[src/rtl/mac_feeder.sv]
// mac_feeder: buffers unsigned 8-bit operand pairs in a small FIFO and feeds
// them, one pair per cycle, to an external multiply-accumulate unit. Each
// vector (terminated by a pair flagged last) is summed by the MAC; the
// finished accumulator value is captured and offered downstream.
//
// Ports:
//   clk, rst            clock, asynchronous active-high reset
//   in_valid/in_ready   operand pair handshake (in_a, in_b, in_last)
//   mac_a, mac_b        registered operands to the MAC
//   mac_clr             MAC clear, high while the feeder is in CLEAR
//   acc                 MAC accumulator value
//   res_valid/res_ready result handshake carrying res_data
module mac_feeder #(
    parameter int DEPTH = 4
) (
    input  logic        clk,
    input  logic        rst,
    input  logic        in_valid,
    input  logic [7:0]  in_a,
    input  logic [7:0]  in_b,
    input  logic        in_last,
    output logic        in_ready,
    output logic [7:0]  mac_a,
    output logic [7:0]  mac_b,
    output logic        mac_clr,
    input  logic [15:0] acc,
    output logic        res_valid,
    output logic [15:0] res_data,
    input  logic        res_ready
);

    localparam int AW = $clog2(DEPTH);

    typedef enum logic [1:0] {
        CLEAR   = 2'd0,
        RUN     = 2'd1,
        FLUSH   = 2'd2,
        CAPTURE = 2'd3
    } state_t;

    state_t state;
    state_t state_nx;

    // Entry layout: {a, b, last}
    logic [16:0] mem [DEPTH];
    // Pointers carry one extra wrap bit to tell full from empty
    logic [AW:0] wptr;
    logic [AW:0] rptr;
    logic        full;
    logic        empty;
    logic        push;
    logic        pop;
    logic [16:0] head;

    logic        capture;
    logic [7:0]  a_nx;
    logic [7:0]  b_nx;

    assign empty = (wptr == rptr);
    assign full  = (wptr[AW] != rptr[AW]) &&
                   (wptr[AW-1:0] == rptr[AW-1:0]);
    assign in_ready = !full;
    assign push  = in_valid && !full;
    assign head  = mem[rptr[AW-1:0]];

    // Storage has no reset; pointers alone define validity
    always_ff @(posedge clk) begin
        if (push) begin
            mem[wptr[AW-1:0]] <= {in_a, in_b, in_last};
        end
    end

    always_ff @(posedge clk or posedge rst) begin
        if (rst) begin
            wptr <= '0;
            rptr <= '0;
        end else begin
            if (push) begin
                wptr <= wptr + 1'b1;
            end
            if (pop) begin
                rptr <= rptr + 1'b1;
            end
        end
    end

    // State register
    always_ff @(posedge clk or posedge rst) begin
        if (rst) begin
            state <= CLEAR;
        end else begin
            state <= state_nx;
        end
    end

    // Next-state logic
    always_comb begin
        state_nx = state;
        unique case (state)
            CLEAR:   state_nx = RUN;
            RUN:     if (!empty && head[0]) state_nx = FLUSH;
            FLUSH:   state_nx = CAPTURE;
            CAPTURE: if (capture) state_nx = CLEAR;
        endcase
    end

    // Output decode: operands are zero except on a pop in RUN
    always_comb begin
        pop     = (state == RUN) && !empty;
        capture = (state == CAPTURE) && (!res_valid || res_ready);
        a_nx    = pop ? head[16:9] : 8'd0;
        b_nx    = pop ? head[8:1]  : 8'd0;
    end

    assign mac_clr = (state == CLEAR);

    always_ff @(posedge clk or posedge rst) begin
        if (rst) begin
            mac_a <= 8'd0;
            mac_b <= 8'd0;
        end else begin
            mac_a <= a_nx;
            mac_b <= b_nx;
        end
    end

    // A capture on the same edge as a handshake keeps res_valid high
    always_ff @(posedge clk or posedge rst) begin
        if (rst) begin
            res_valid <= 1'b0;
            res_data  <= 16'd0;
        end else begin
            if (capture) begin
                res_valid <= 1'b1;
                res_data  <= acc;
            end else if (res_ready) begin
                res_valid <= 1'b0;
            end
        end
    end

endmodule

[config.mk]
export PLATFORM = sky130hd
export DESIGN_NAME = mac_feeder
export DESIGN_NICKNAME = d
export VERILOG_FILES = /design/src/rtl/mac_feeder.sv
export SDC_FILE = /design/constraint.sdc
export NUM_CORES = 1
export LEC_CHECK = 0
export ABC_AREA = 1
export BUFFER_PORTS_ARGS = -buffer_cell sky130_fd_sc_hd__buf_4
export CORE_ASPECT_RATIO = 1.25
export CORE_MARGIN = 4
export CORE_UTILIZATION = 45
export CTS_BUF_LIST = sky130_fd_sc_hd__clkbuf_8
export CTS_CLUSTER_SIZE = 24
export DETAILED_ROUTE_END_ITERATION = 7
export PLACE_DENSITY = 0.69
export SETUP_SLACK_MARGIN = 0.02
export SYNTH_ARGS = -nofsm -noshare
export SYNTH_HDL_FRONTEND = slang
export SYNTH_SLANG_ARGS = --single-unit
[constraint.sdc]
create_clock -name clk -period 1.9 [get_ports clk]
set_clock_uncertainty 0.05 [all_clocks]
set_input_delay 0 -clock clk [delete_from_list [all_inputs] [get_ports clk]]
set_output_delay 0 -clock clk [all_outputs]
set_load 0.02 [all_outputs]
==> results of run 1 <==
power by group through the flow:
stage | Sequential, µW | Combinational, µW | Clock (µW)
final | 3560 | 3550 | 1210
after global routing | 3630 | 3900 | 1340
after CTS | 3560 | 3590 | 1260
after detailed placement | 3620 | 3520 | 0
after global placement | 3590 | 3470 | 0
after floorplan | 4000 | 2000 | 0
layer usage:
layer	GRT usage (%)	part of all wire, %	up-vias
met2	26.05	50	83
met3	3.197	6.8	13
li1	-	-	1331
met5	0	0	-
met4	7.829	2.1	0
met1	20.23	41	1266
flip-flops by register name (all words and copies together), names as in the netlist:
name / count
wptr: 3
state: 2
res_data: 16
rptr: 3
mac_b: 8
mac_a: 8
res_valid: 1
mem: 68
layout make-up:
cell class | instances | area share, %
Sequential cell | 109 | 55.42
Multi-Input combinational cell | 187 | 20.07
Timing Repair Buffer | 116 | 17.36
Tap cell | 123 | 2.780
Clock buffer | 9 | 2.238
Inverter | 18 | 1.356
Clock inverter | 7 | 0.7685
cell families (layout without fill, tap and decap cells):
group / count (synthesis) / count (layout) / share of synthesized area [%]
AOI/OAI and AO/OA: 50 / 50 / 6.640
and+or+nand+nor: 108 / 108 / 11.43
DFF: 109 / 109 / 70.79
buffers and inverters: 30 / 150 / 3.579
xor gates and xnor gates: 4 / 4 / 0.8085
adders and majority gates: 9 / 9 / 2.598
muxes: 16 / 16 / 4.157
synth_stat cells (3+ instances only):
master,instances,area [µm²]
buf_6,4,45.04
xor2_1,3,26.28
nand3_1,7,35.03
nor2_1,69,259.0
mux2_2,16,180.2
nand2_4,5,56.30
clkbuf_1,4,15.01
inv_1,15,56.30
dfrtp_1,41,1026
o21ai_0,33,165.2
ha_1,9,112.6
buf_2,4,20.02
a21oi_1,7,35.03
edfxtp_1,68,2042
a21oi_2,10,87.58
nand2_2,4,25.02
nand2_1,20,75.07
per-stage QoR:
| step | TNS (ns) | std cells |
|---|---|---|
| 6_report | 0 | 569 |
| 2_1_floorplan | -12.96 | 326 |
| 3_5_place_dp | 0 | 517 |
| 3_3_place_gp | 0 | 517 |
| 5_1_grt | 0 | 569 |
| 4_1_cts | 0 | 569 |
what timing repair did:
action / 4_1_cts / 5_1_grt
hold buffers: 36 / 0
hold endpoints to repair: 131 / 0
buffers inserted: 0 / 0
endpoints found under the setup margin: 0 / 0
worst max-delay path by stage:
stage / to / slack (ns) / cells after the start
finish: mem[3][16] / 0.24 / 7
global route: mem[2][16] / 0.13 / 7
CTS: mem[3][7] / 0.23 / 7
detailed placement: mem[3][14] / 0.24 / 7
global placement: mem[3][14] / 0.33 / 7
floorplan: mem[1][0] / -0.19 / 6
placed cells by master, fill, tap and decap left out, types with 2 or more instances in the layout:
| master | count |
|---|---|
| mux2_2 | 16 |
| o21ai_0 | 33 |
| xor2_1 | 3 |
| nor2_1 | 69 |
| a21oi_2 | 10 |
| nand2_2 | 4 |
| clkinv_1 | 2 |
| dlygate4sd3_1 | 36 |
| buf_4 | 80 |
| dfrtp_1 | 41 |
| edfxtp_1 | 68 |
| clkbuf_8 | 9 |
| inv_6 | 2 |
| ha_1 | 9 |
| nand2_4 | 5 |
| inv_1 | 15 |
| a21oi_1 | 7 |
| nand3_1 | 7 |
| nand2_1 | 20 |
| clkinv_2 | 2 |
critical path, cell delays in order (launching register included):
cell	delay, ns
dfrtp_1	0.41
inv_1	0.13
nand2_4	0.10
nand2_4	0.06
nand4_4	0.10
nand2_4	0.09
nor2_1	0.12
buf_4	0.28
==> flow_metrics.tcl, run 1 <==
set metrics [dict create \
    finalInstanceArea_mm2 0.005535 \
    ys_seq_elements 109 \
    final_max_slew_viol_count 0 \
    tritoncts "built" \
    seq_area_frac_synth_pct 70.79 \
    power.total_uw 8327 \
    wl_per_cell_um 15.02 \
    required_ns 1.91 \
    r2r_start "wptr[0]" \
    routed-via-count 2693 \
    placedInstanceArea_mm2 0.005009 \
    leakagePower_uw 0.002298 \
    p_comb_share_pct 42.7 \
    reg2reg_depth 7 \
    synth_area_mm2 0.004334 \
    crit_start "wptr[0]" \
    cts-root-buf "clkbuf_8" \
    clk_pin_slew_ns 0.10 \
    port_buffers 71 \
    max_cap_viol_count 0 \
    layout_min_cycle_time_ns 1.655 \
    tightest_slew_ns 0.4530 \
    synth_area_per_cell_um2 13.29 \
    path_max_fanout 17 \
    grt_pass1_wl_um 13600 \
    seq_power_share_pct 42.8 \
    clock_latency_ns 0.37 \
    clkPwrFrac_pct 14.5 \
    num_io_pins 72 \
    start_kind "flop" \
    regArea_mm2 0.003068 \
    die_x_um 95.78 \
    yosys_warnings 0 \
    drtIter0Drc 189 \
    drc 0 \
    worstPathArrival_ns 1.67 \
    drt.antenna.violating_nets 0 \
    dieArea_mm2 0.01128 \
    cts_buffers 9 \
    core_area_mm2 0.009271 \
    p_sw_share_pct 38.26 \
    ys_async_sr_fraction_pct 37.61 \
    synth-main-ff-cell "edfxtp_1" \
    hp-class "primary input to async pin" \
    routed_wl_um 8545 \
    outcome "complete, no violations" \
    rsz0062_at_grt "false" \
    grt.overflow.total 0 \
    timing_hold_violations_final 0 \
    grt_pass1_vias 2756 \
    cts.path.max_buffers 2 \
    path_class "flop to flop" \
    synth.distinct_cells 24 \
    ir_worst_vdd_mv 0.7780 \
    syn_to_final_growth_pct 27.71 \
    rows 39 \
    antenna_found_initial 0 \
    cts_htree_levels 3 \
    final_util_pct 59.70 \
    setup_viol 0 \
    drive_gt1_share_pct 30.27 \
    synth_edf_count 68 \
    r2r-end "mem[3][16]" \
    maxSlewHeadroom_pct 69.80 \
    fill_cells 746 \
    multi_input_area_mm2 0.001111 \
    rrSetupSlack_ns 0.24 \
    die_y_um 117.7 \
    synth_nets 372 \
    routabilityCongestion 0.7395 \
    fin_nets 487 \
    power.switching_uw 3186 \
    finalWorstSetupSlack_ns 0.2449 \
    drtPass1Iterations 4 \
    powerDensity_mw_per_mm2 1504 \
    synth_cells 326 \
    viasPerCell 4.733 \
    timing.final.crit_share_pct 87.11 \
    start_util_pct 46.75 \
    dp.final_hpwl_um 5562 \
    track_usage_pct 16.06 \
    fmaxAchievable_ghz 0.6042 \
    cts.sinks 109 \
    dp_worst_setup_slack_ns 0.2433 \
    antenna_cells 0 \
    post_cts_resized 0 \
    worst_hold_slack_ns 0.05076 \
    crit_path_end_kind "flop" \
    intPower_uw 5141 \
    grt_max_degree 36 \
]
Note: power is estimated with default switching activity, not from simulation.
==> inputs of run 2 (changes only) <==
- GPL_TIMING_DRIVEN: not set -> 0
==> run 2 against run 1 <==
Register-to-register slack lost 0.09 ns. Combinational power grew 9.0%. Count of clock-buffer cells in the layout grew 2. Final cell count grew 1.8%. Worst hold slack gained 0.26 ns. Non-clock buffer count grew 10. Critical path depth grew 1. Critical endpoint is now mem[1][12]. Highest routed layer unchanged. First-iteration DRC count shrank 28%. Maximum frequency shrank 5.2%. Largest cell class unchanged.
==> flow_metrics.tcl, run 2 (same netlist as run 1, synthesis figures left out) <==
set metrics [dict create \
    outcome "complete, no violations" \
    cpMaxStageDelayCell "dfrtp_1" \
    final_common_cell "buf_4" \
    start_util_pct 46.75 \
    fmaxAchievable_ghz 0.5727 \
    tritoncts "built" \
    dp.final_hpwl_um 5717 \
    grt_max_degree 42 \
    path_class "flop to flop" \
    drtPass1Iterations 4 \
    grt_pass1_vias 2823 \
    rows 39 \
    routed-via-count 2790 \
    final_max_slew_viol_count 0 \
    drtIter0Drc 137 \
    path_max_fanout 15 \
    drc 0 \
    die_x_um 95.78 \
    power.total_uw 8748 \
    leakagePower_uw 0.002368 \
    die_y_um 117.7 \
    layout_common_cells "buf_4, edfxtp_1, nor2_1, dfrtp_1, dlygate4sd3_1" \
    largest_register_ffs 68 \
    clock_latency_ns 0.38 \
    finalNonFillerCells 579 \
    ir_worst_vdd_mv 0.6955 \
    cts.path.max_buffers 2 \
    routabilityCongestion 0.7566 \
    cts_htree_levels 3 \
    dp_worst_setup_slack_ns -0.1224 \
    finalWorstSetupSlack_ns 0.1540 \
    rsz0062_at_grt "false" \
    powerDensity_mw_per_mm2 1535 \
    antenna_cells 0 \
    antenna_found_initial 0 \
    clk_pin_slew_ns 0.10 \
    crit_path_cell_trace "buf_6 -> inv_6 -> nand2_2 -> nand2_4 -> nand4_4 -> nand2_4 -> nor2_2 -> buf_8" \
    dieArea_mm2 0.01128 \
    core_area_mm2 0.009271 \
    drt.antenna.violating_nets 0 \
    syn_to_final_growth_pct 31.47 \
    critical_path.max_stage_delay_ns 0.37 \
    dp_cells 524 \
    cts.sinks 109 \
    track_usage_pct 16.92 \
    critPathMostFrequentCell "nand2_4" \
    timing.final.crit_share_pct 91.90 \
    layout_min_cycle_time_ns 1.746 \
    grt_pass1_wl_um 14290 \
    maxSlewHeadroom_pct 41.53 \
    cts-root-buf "clkbuf_8" \
    start_kind "flop" \
    final_util_pct 61.46 \
    cts_buffers 9 \
    setup_viol 0 \
    max_cap_viol_count 0 \
    required_ns 1.93 \
    port_buffers 71 \
    hp-class "primary input to flop" \
    grt.overflow.total 0 \
    worstPathArrival_ns 1.78 \
    timing_hold_violations_final 0 \
    num_io_pins 72 \
    tightest_slew_ns 0.8757 \
    worst_hold_slack_ns 0.3085 \
    fin_nets 497 \
    routed_wl_um 8966 \
    crit_path_end_kind "flop" \
    viasPerCell 4.819 \
    drive_gt1_share_pct 32.02 \
    wl_per_cell_um 15.49 \
]
[run 2: cell count changes in the layout (fill, tap and decap cells not counted), sizes merged]
| cell | delta |
|---|---|
| clkinvlp | -1 |
| buf | +6 |
| clkbuf | +6 |
| clkinv | -3 |
| inv | +2 |
[run 2: path summary, 6_finish.rpt]
| kind | from | to | slack, ns | depth (start not counted) |
|---|---|---|---|---|
| min | in_b[3] | mem[1][4] | 0.31 | 2 |
| min reg2reg | res_data[12] | res_data[12] | 0.46 | 1 |
| max reg2reg | rptr[1] | mem[1][12] | 0.15 | 8 |
| min in group asynchronous | rst | res_data[9] | 0.33 | 3 |
| max in group asynchronous | rst | mac_a[3] | 0.92 | 3 |
| max | rptr[1] | mem[1][12] | 0.15 | 8 |
[run 2: through the flow]
| step | TNS (ns) | instance area [µm²] |
|---|---|---|
| 3_3_place_gp | -52.35 | 5021 |
| 3_5_place_dp | -2.488 | 5087 |
| 6_report | 0 | 5698 |
| 4_1_cts | 0 | 5650 |
| 2_1_floorplan | -12.96 | 4334 |
| 5_1_grt | 0 | 5698 |
[run 2: power by group]
part           leakage, µW  switching, µW  internal (µW)
sequential         0.00114            281           3280
clock             0.000104            760            554
combinational      0.00113           2310           1560
[run 2: repair_timing]
item                                    CTS  global route
resized for setup                         3             0
endpoints found under the setup margin   29            28
buffers inserted                          0             3
pin swaps                                 0             1
hold buffers                             36             0
endpoints found under the hold margin   131             0
[run 2: final cells by class]
cell class / count / area, µm²
Tap cell: 123 / 153.9
Sequential cell: 109 / 3068
Fill cell: 737 / 3573
Clock inverter: 5 / 36.28
Inverter: 18 / 75.07
Buffer: 12 / 80.08
Clock buffer: 11 / 151.4
Multi-Input combinational cell: 187 / 1136
Timing Repair Buffer: 114 / 997.2
[run 2: worst max-delay path: cells and delay by family (launching register included)]
family	cells	cell delay [ns]
simple gates	5	0.57
flops	1	0.37
buf+inv	3	0.45
[run 2: layer usage]
layer	global-route usage, %	wire length (µm)	vias up	part of all wire (%)
li1	-	-	1356	-
met1	19.38	3495	1356	39
met2	30.14	4869	64	54
met3	3.517	436	14	4.9
met4	6.495	165	0	1.8
met5	0	0	-	0
